==> src/rtl/pipelined_alu.sv <==
// pipelined_alu: ALU with a valid/ready handshake and PIPE_STAGES register stages.
// The whole operation is evaluated in front of stage 1. The remaining stages
// carry the result and flags unchanged, which fixes the output timing.
// Optional feature: define PIPELINED_ALU_SAT_EN to make opcode 111 a saturating
// signed add. When it is undefined, opcode 111 is reported as illegal.
module pipelined_alu #(
  parameter int unsigned DATA_WIDTH  = 32,
  parameter int unsigned PIPE_STAGES = 2,
  parameter int unsigned OP_WIDTH    = 3
) (
  input  logic                  clk,
  input  logic                  reset,
  input  logic                  in_valid,
  output logic                  in_ready,
  input  logic [DATA_WIDTH-1:0] in_a,
  input  logic [DATA_WIDTH-1:0] in_b,
  input  logic [OP_WIDTH-1:0]   in_op,
  output logic                  out_valid,
  input  logic                  out_ready,
  output logic [DATA_WIDTH-1:0] out_x,
  output logic                  out_z,
  output logic                  out_n,
  output logic                  out_c,
  output logic                  out_v,
  output logic                  out_err
);

  localparam int unsigned MSB  = DATA_WIDTH - 1;
  localparam int unsigned LAST = PIPE_STAGES - 1;
  localparam int unsigned FW   = 5;  // {z, n, c, v, err}

  logic                  valid_q [PIPE_STAGES];
  logic                  valid_d [PIPE_STAGES];
  logic [DATA_WIDTH-1:0] x_q     [PIPE_STAGES];
  logic [DATA_WIDTH-1:0] x_d     [PIPE_STAGES];
  logic [FW-1:0]         f_q     [PIPE_STAGES];
  logic [FW-1:0]         f_d     [PIPE_STAGES];

  logic                  adv;
  logic [DATA_WIDTH:0]   sum;
  logic [DATA_WIDTH:0]   diff;
  logic                  add_ovf;
  logic                  sub_ovf;
  logic [DATA_WIDTH-1:0] alu_x;
  logic                  alu_c;
  logic                  alu_v;
  logic                  alu_err;
  logic [FW-1:0]         alu_f;

  // Stall control: the pipeline moves only when the output slot is free or being taken
  always_comb begin
    adv      = !valid_q[LAST] || out_ready;
    in_ready = adv && !reset;
  end

  // Operation evaluation and flag generation for the incoming operands
  always_comb begin
    sum     = {1'b0, in_a} + {1'b0, in_b};
    diff    = {1'b0, in_a} - {1'b0, in_b};
    add_ovf = (in_a[MSB] == in_b[MSB]) && (sum[MSB] != in_a[MSB]);
    sub_ovf = (in_a[MSB] != in_b[MSB]) && (diff[MSB] != in_a[MSB]);
    alu_x   = '0;
    alu_c   = 1'b0;
    alu_v   = 1'b0;
    alu_err = 1'b0;
    case (in_op)
      3'b000: begin
        alu_x = sum[MSB:0];
        alu_c = sum[DATA_WIDTH];
        alu_v = add_ovf;
      end
      3'b001: begin
        alu_x = diff[MSB:0];
        alu_c = diff[DATA_WIDTH];  // borrow: A < B unsigned
        alu_v = sub_ovf;
      end
      3'b010:  alu_x = ~(in_a | in_b);
      3'b011:  alu_x = in_a | in_b;
      3'b100:  alu_x = ~(in_a & in_b);
      3'b101:  alu_x = in_a & in_b;
      3'b110:  alu_x = in_a ~^ in_b;
      default: begin
`ifdef PIPELINED_ALU_SAT_EN
        // Overflow direction follows the common operand sign
        if (add_ovf) begin
          alu_x = in_a[MSB] ? {1'b1, {(DATA_WIDTH-1){1'b0}}}
                            : {1'b0, {(DATA_WIDTH-1){1'b1}}};
        end else begin
          alu_x = sum[MSB:0];
        end
        alu_v = add_ovf;
`else
        alu_err = 1'b1;
`endif
      end
    endcase
    alu_f = {alu_x == '0, alu_x[MSB], alu_c, alu_v, alu_err};
  end

  // Next state: load stage 1 and shift the later stages on advance, otherwise hold
  always_comb begin
    valid_d = valid_q;
    x_d     = x_q;
    f_d     = f_q;
    if (adv) begin
      valid_d[0] = in_valid;
      x_d[0]     = alu_x;
      f_d[0]     = alu_f;
      for (int unsigned i = 1; i < PIPE_STAGES; i++) begin
        valid_d[i] = valid_q[i-1];
        x_d[i]     = x_q[i-1];
        f_d[i]     = f_q[i-1];
      end
    end
  end

  // Stage registers with synchronous reset that discards every in-flight operation
  always_ff @(posedge clk) begin
    if (reset) begin
      for (int unsigned i = 0; i < PIPE_STAGES; i++) begin
        valid_q[i] <= 1'b0;
        x_q[i]     <= '0;
        f_q[i]     <= '0;
      end
    end else begin
      valid_q <= valid_d;
      x_q     <= x_d;
      f_q     <= f_d;
    end
  end

  // The last stage drives the result port
  always_comb begin
    out_valid = valid_q[LAST];
    out_x     = x_q[LAST];
    {out_z, out_n, out_c, out_v, out_err} = f_q[LAST];
  end

endmodule

==> config.mk <==
export PLATFORM = sky130hd
export DESIGN_NAME = pipelined_alu
export DESIGN_NICKNAME = d
export VERILOG_FILES = /design/src/rtl/pipelined_alu.sv
export SDC_FILE = /design/constraint.sdc
export NUM_CORES = 1
export LEC_CHECK = 0
export CAP_MARGIN = 20
export CORE_ASPECT_RATIO = 0.7
export CORE_MARGIN = 5
export CORE_UTILIZATION = 51
export CTS_CLUSTER_SIZE = 30
export DETAILED_ROUTE_END_ITERATION = 8
export GPL_TIMING_DRIVEN = 0
export PLACE_DENSITY = 0.81
export SKIP_CTS_REPAIR_TIMING = 1
export SYNTH_ARGS = -nofsm -noshare
export SYNTH_HDL_FRONTEND = slang
export SYNTH_SLANG_ARGS = --single-unit
==> constraint.sdc <==
create_clock -name clk -period 4.6 [get_ports clk]
set_input_delay 0.46 -clock clk [delete_from_list [all_inputs] [get_ports clk]]
set_output_delay 0.46 -clock clk [all_outputs]
set_load 0.1 [all_outputs]
; ---- Word level (Yosys, flattened, before mapping)
; Cells that the tools add are included.
[classes]
addsub = 2
n_eq_ne = 10
muxes = 4
bitwise_logic = 5
n_reduce_logical = 9
[op_table]
columns = operator, n
row1 = one-hot mux 32 bit (7 select lines), 1
row2 = NOT 32 bit, 2
row3 = adder 32 x 32 -> 33 bit, 1
row4 = subtractor 32 x 32 -> 33 bit, 1
row5 = bitwise AND 32 bit, 1
row6 = logical NOT 32 bit, 1
row7 = bitwise OR 32 bit, 1
row8 = XNOR 32 bit, 1
row9 = equality test 3 bit (second input constant), 3
row10 = OR reduction 7 bit, 1
row11 = equality test 3 x 2 -> 1 bit (second input constant), 2
row12 = one-hot mux 1 bit (2 select lines), 2
row13 = equality test 3 x 1 -> 1 bit (second input constant), 1
row14 = logical AND 1 bit, 3
row15 = logical NOT 3 bit, 1
row16 = inequality test 1 bit, 3
row17 = logical NOT 1 bit, 2
row18 = equality test 1 bit, 1
row19 = logical OR 1 bit, 1
row20 = 2-to-1 mux 1 bit, 1
[word_totals]
register_bits = 76
in_bits = 71
output_inout_bits = 39
wordCells = 36

; ---- Longest topological paths before layout
[logic_depth]
depth_word = 4
mapped_depth = 16
mapped_depth_nobuf = 16

; ---- Worst setup path before layout
; No wires, ideal clock.
[synth_timing]
path_type = input port to flip-flop
start = input port in_a[0]
end = register f_q[9] in the netlist's numbering
arrival_ns = 3.429
required_ns = 4.541
slack_ns = 1.112
stages = 15
path_cell_list = ha_1 -> inv_1 -> fa_1 -> and2b_1 -> o2111a_1 -> o31ai_1 -> or3_1 -> o211a_1 -> a41o_1 -> o21bai_2 -> o311a_1 -> a21oi_1 -> a2111oi_0 -> and4_1 -> a31o_1
[synth_via]
elab_chain_len = 4
word_cells_on_any_way = 9
cone_classes = 2 x add/sub / 1 x mux / 5 x bitwise / 1 x reduce/logical
[synth_lines]
columns = item, line_no
row1 = from (decl), 15  ; input logic [DATA_WIDTH-1:0] in_a,
row2 = branches (longest 2 deep; another with subtractor 32 x 32 -> 33 bit), -
row3 = one-hot mux 32 bit (7 select lines) (*), 66  ; case (in_op)
row4 = logical NOT 32 bit (*), 97  ; alu_f = {alu_x == '0, alu_x[MSB], alu_c, alu_v, alu_err};
row5 = "to (signal, indexed assignment)", 123  ; f_q[i] <= '0;
row6 = to (signal assigned), 128  ; f_q <= f_d;
row7 = to (decl), 36  ; logic [FW-1:0] f_q [PIPE_STAGES];
; Every way passes the cells marked *.
; A chain may end at the register's enable or synchronous reset.

; ---- Worst setup path after layout
[layout_timing]
start = input port in_a[11]
end = register f_q[9] in the netlist's numbering
; The elaborated chain is that of the path after synthesis.

==> impl_results.md <==
* Run status: complete, no violations
* Number of endpoints with negative hold slack in the final report at 0
* Setup violations, final at 0
* Top post-synthesis cells by count: sky130_fd_sc_hd__nand2_1, sky130_fd_sc_hd__a21oi_1, sky130_fd_sc_hd__nor2_1
* Post-synthesis instance area at 9170 um2
* CTS Buf Count at 9
* Cell count after synthesis at 1,274
* Multi-input logic area at 6740 um2
* Die ar. at 20,800 um2
* Avg Inst Size Synth at 7.20 um2
* Initial antenna violation count at 0
* Net count of the mapped netlist at 1,450
* 1st-iter DRT viols at 1,481
* Total Negative Setup Slacks at 0 ps
* Via count of the first global-routing pass at 9,178
* Pre-antenna DRT Iters at 6
* Register clock-pin slew on the reported worst setup and hold paths at 60 ps
* Yosys cell types at 90
* Level count of the clock H-tree at 3
* Number of cell instances on the worst register-to-register path at 5
* Total area of sequential cells at 1480 um2
* CP startpoint kind: input port
* Synth warnings at 0
* CP endpoint kind: register
* Initial standard-cell utilization of the core at 51.4%
* Most used standard cell by instance count after synthesis: sky130_fd_sc_hd__nand2_1
* Reg-to-reg critical path startpoint: out_valid
* Area delta synth->final at 19.5%
* PnR Total Power at 2.84 mW
* Fraction of registers with async set/reset at 0%
* TritonCTS clock tree: built
* Sequential share of the synthesized area at 16.2%
* Worst slew margin at 26.0%
* Count of port buffers added during placement at 108
* Routed vias at 10,200
* DRC at 0
* CP Class: input port to register
* Pwr dens at 259 nW/um2
* First-pass GRT wire length at 53,100 um
* Sinks on the clock net at 74
* Setup slack, reg-to-reg at 2520 ps
* Startpoint of the lowest-slack hold path: out_x[1]
* Max Transition Viols Final at 0
* Final-layout fill cell count at 1,700
* Layout cells sized above 1 at 9.08%
* Clock period minus worst slack at 4420 ps
* Max Root-Sink Buffers at 2
* Max-cap violations at 0
* Core Footprint at 17,900 um2
* Pin count of the biggest net entering global routing at 13
* Number of synthesized flops with an enable pin at 0
* Signal arrival time at the worst endpoint at 4650 ps
* NumNets Final at 1,569
* Clock skew at 4.18 ps
* Total track usage at 32.3%
* Routability congestion estimate at 0.988
* Critical R2R Capture: out_x[21]
* Cell at the root of the clock tree: sky130_fd_sc_hd__clkbuf_16
* Maximum fanout encountered on the critical timing path at 10
* Share of the cycle needed by the critical path after routing at 96.1%
* Most used DFF post-synth: sky130_fd_sc_hd__dfxtp_1
* Row cnt at 41
* Overall routed net length at 34,700 um
* Hold endpoint: out_x[1]
* Static leakage at 4.60 nW
* F_max at 226 MHz
* Clock insertion delay at the later pin of the skew report at 330 ps
* Drt via density at 6.26
* Core utilization of the finished layout at 61.4%
* Area share of the largest cell type after synthesis at 16.2%
* Cell depth of the worst min-delay path at 2
* Die width at 170 um
* Number of ports placed on the die boundary at 110
* Crit path required time at 4820 ps
* Worst hold path class: register to register
* Slew at the pin closest to its max-slew limit at 1110 ps
* Aggregate global routing overflow at 0
* Final-layout worst hold slack at 452 ps
* Synthesis-stage register bit count at 74
* Number of routed nets with antenna violations at 0
* Mean routed wirelength per cell at 21.3 um
* Maximum VDD drop at 271 uV
* Biggest area consumer among synthesized cells: sky130_fd_sc_hd__dfxtp_1
* Die Y at 122 um
* Post-detail-place hpwl at 27,500 um
* Cell types with the largest area share after synthesis: sky130_fd_sc_hd__dfxtp_1, sky130_fd_sc_hd__ha_1, sky130_fd_sc_hd__a21oi_1
* # diodes at 0
-- cell usage in the layout, fill, tap and decap left out, types with 19 or more instances in the layout --
master	Yosys	routed
sky130_fd_sc_hd__ha_1	103	103
sky130_fd_sc_hd__nor3_1	23	21
sky130_fd_sc_hd__inv_1	94	94
sky130_fd_sc_hd__a211oi_1	32	31
sky130_fd_sc_hd__o31ai_1	20	20
sky130_fd_sc_hd__nand2_1	139	139
sky130_fd_sc_hd__clkbuf_1	46	44
sky130_fd_sc_hd__nor2_1	118	117
sky130_fd_sc_hd__a21oi_1	132	132
sky130_fd_sc_hd__buf_2	26	26
sky130_fd_sc_hd__xnor2_1	55	55
sky130_fd_sc_hd__buf_4	37	37
sky130_fd_sc_hd__nand2b_1	19	19
sky130_fd_sc_hd__xor2_1	19	19
sky130_fd_sc_hd__o21ai_0	39	39
sky130_fd_sc_hd__clkdlybuf4s50_1	0	108
sky130_fd_sc_hd__dfxtp_1	74	74
sky130_fd_sc_hd__o22ai_1	21	21
-- logic make-up after synthesis --
| logic type | share of synthesized area, % |
|---|---|
| AOI/OAI and AO/OA | 29.3 |
| and+or+nand+nor | 20.0 |
| buffers and inverters | 11.2 |
| adders and majority gates | 14.5 |
| xor gates and xnor gates | 7.07 |
| DFF | 16.2 |
| muxes | 1.83 |
-- stage by stage --
step	setup WS [ps]	instance area [um2]	cells
finish	178	11000	1634
global route	-7.32	11000	1634
CTS	-353	10900	1634
detailed placement	-553	10500	1618
global placement	-574	10500	1618
floorplan	1110	9170	1274
-- where the power goes --
| group | leakage [nW] | internal, mW | switching (mW) | total, mW |
|---|---|---|---|---|
| Sequential | 0.609 | 0.697 | 0.0319 | 0.729 |
| Combinational | 3.83 | 0.465 | 0.869 | 1.33 |
| Clock | 0.165 | 0.518 | 0.257 | 0.775 |
-- worst max-delay path by stage --
| stage | from | endpoint | slack [ps] |
|---|---|---|---|
| 2_1_floorplan | in_a[0] | f_q[9] | 1110 |
| 3_3_place_gp | in_a[10] | f_q[9] | -570 |
| 3_5_place_dp | in_a[10] | f_q[9] | -550 |
| 4_1_cts | in_a[10] | f_q[9] | -350 |
| 5_1_grt | in_a[1] | f_q[9] | -7 |
| 6_report | in_a[11] | f_q[9] | 180 |
-- area by class of cell --
type                            instances  share of cell area (%)
Multi-Input combinational cell        977                    61.5
Sequential cell                        74                    13.5
Timing Repair Buffer                  109                    9.91
Buffer                                122                    5.90
Inverter                              100                    3.42
Tap cell                              236                    2.69
Clock buffer                           12                    2.43
Clock inverter                          4                   0.662
-- worst max-delay path, stage by stage --
cell,delay [ps]
sky130_fd_sc_hd__clkdlybuf4s50_1,510
sky130_fd_sc_hd__inv_1,60
sky130_fd_sc_hd__ha_1,280
sky130_fd_sc_hd__buf_4,180
sky130_fd_sc_hd__clkinv_1,310
sky130_fd_sc_hd__a21oi_1,440
sky130_fd_sc_hd__o31ai_1,220
sky130_fd_sc_hd__o2111a_1,270
sky130_fd_sc_hd__nor2_1,370
sky130_fd_sc_hd__o41ai_2,150
sky130_fd_sc_hd__a31oi_1,380
sky130_fd_sc_hd__a221oi_1,140
sky130_fd_sc_hd__a21oi_1,210
sky130_fd_sc_hd__a2111oi_1,80
sky130_fd_sc_hd__clkbuf_2,190
sky130_fd_sc_hd__and4_1,170
sky130_fd_sc_hd__a31o_1,220
-- routing by layer --
metal	global-route usage [%]	vias up	routed length, um
met2	44.8	681	13700
met5	0	-	0
met3	10.6	50	4990
li1	-	4720	-
met4	7.03	0	578
met1	48.2	4777	15400
Power figures use the tool's default switching activity.
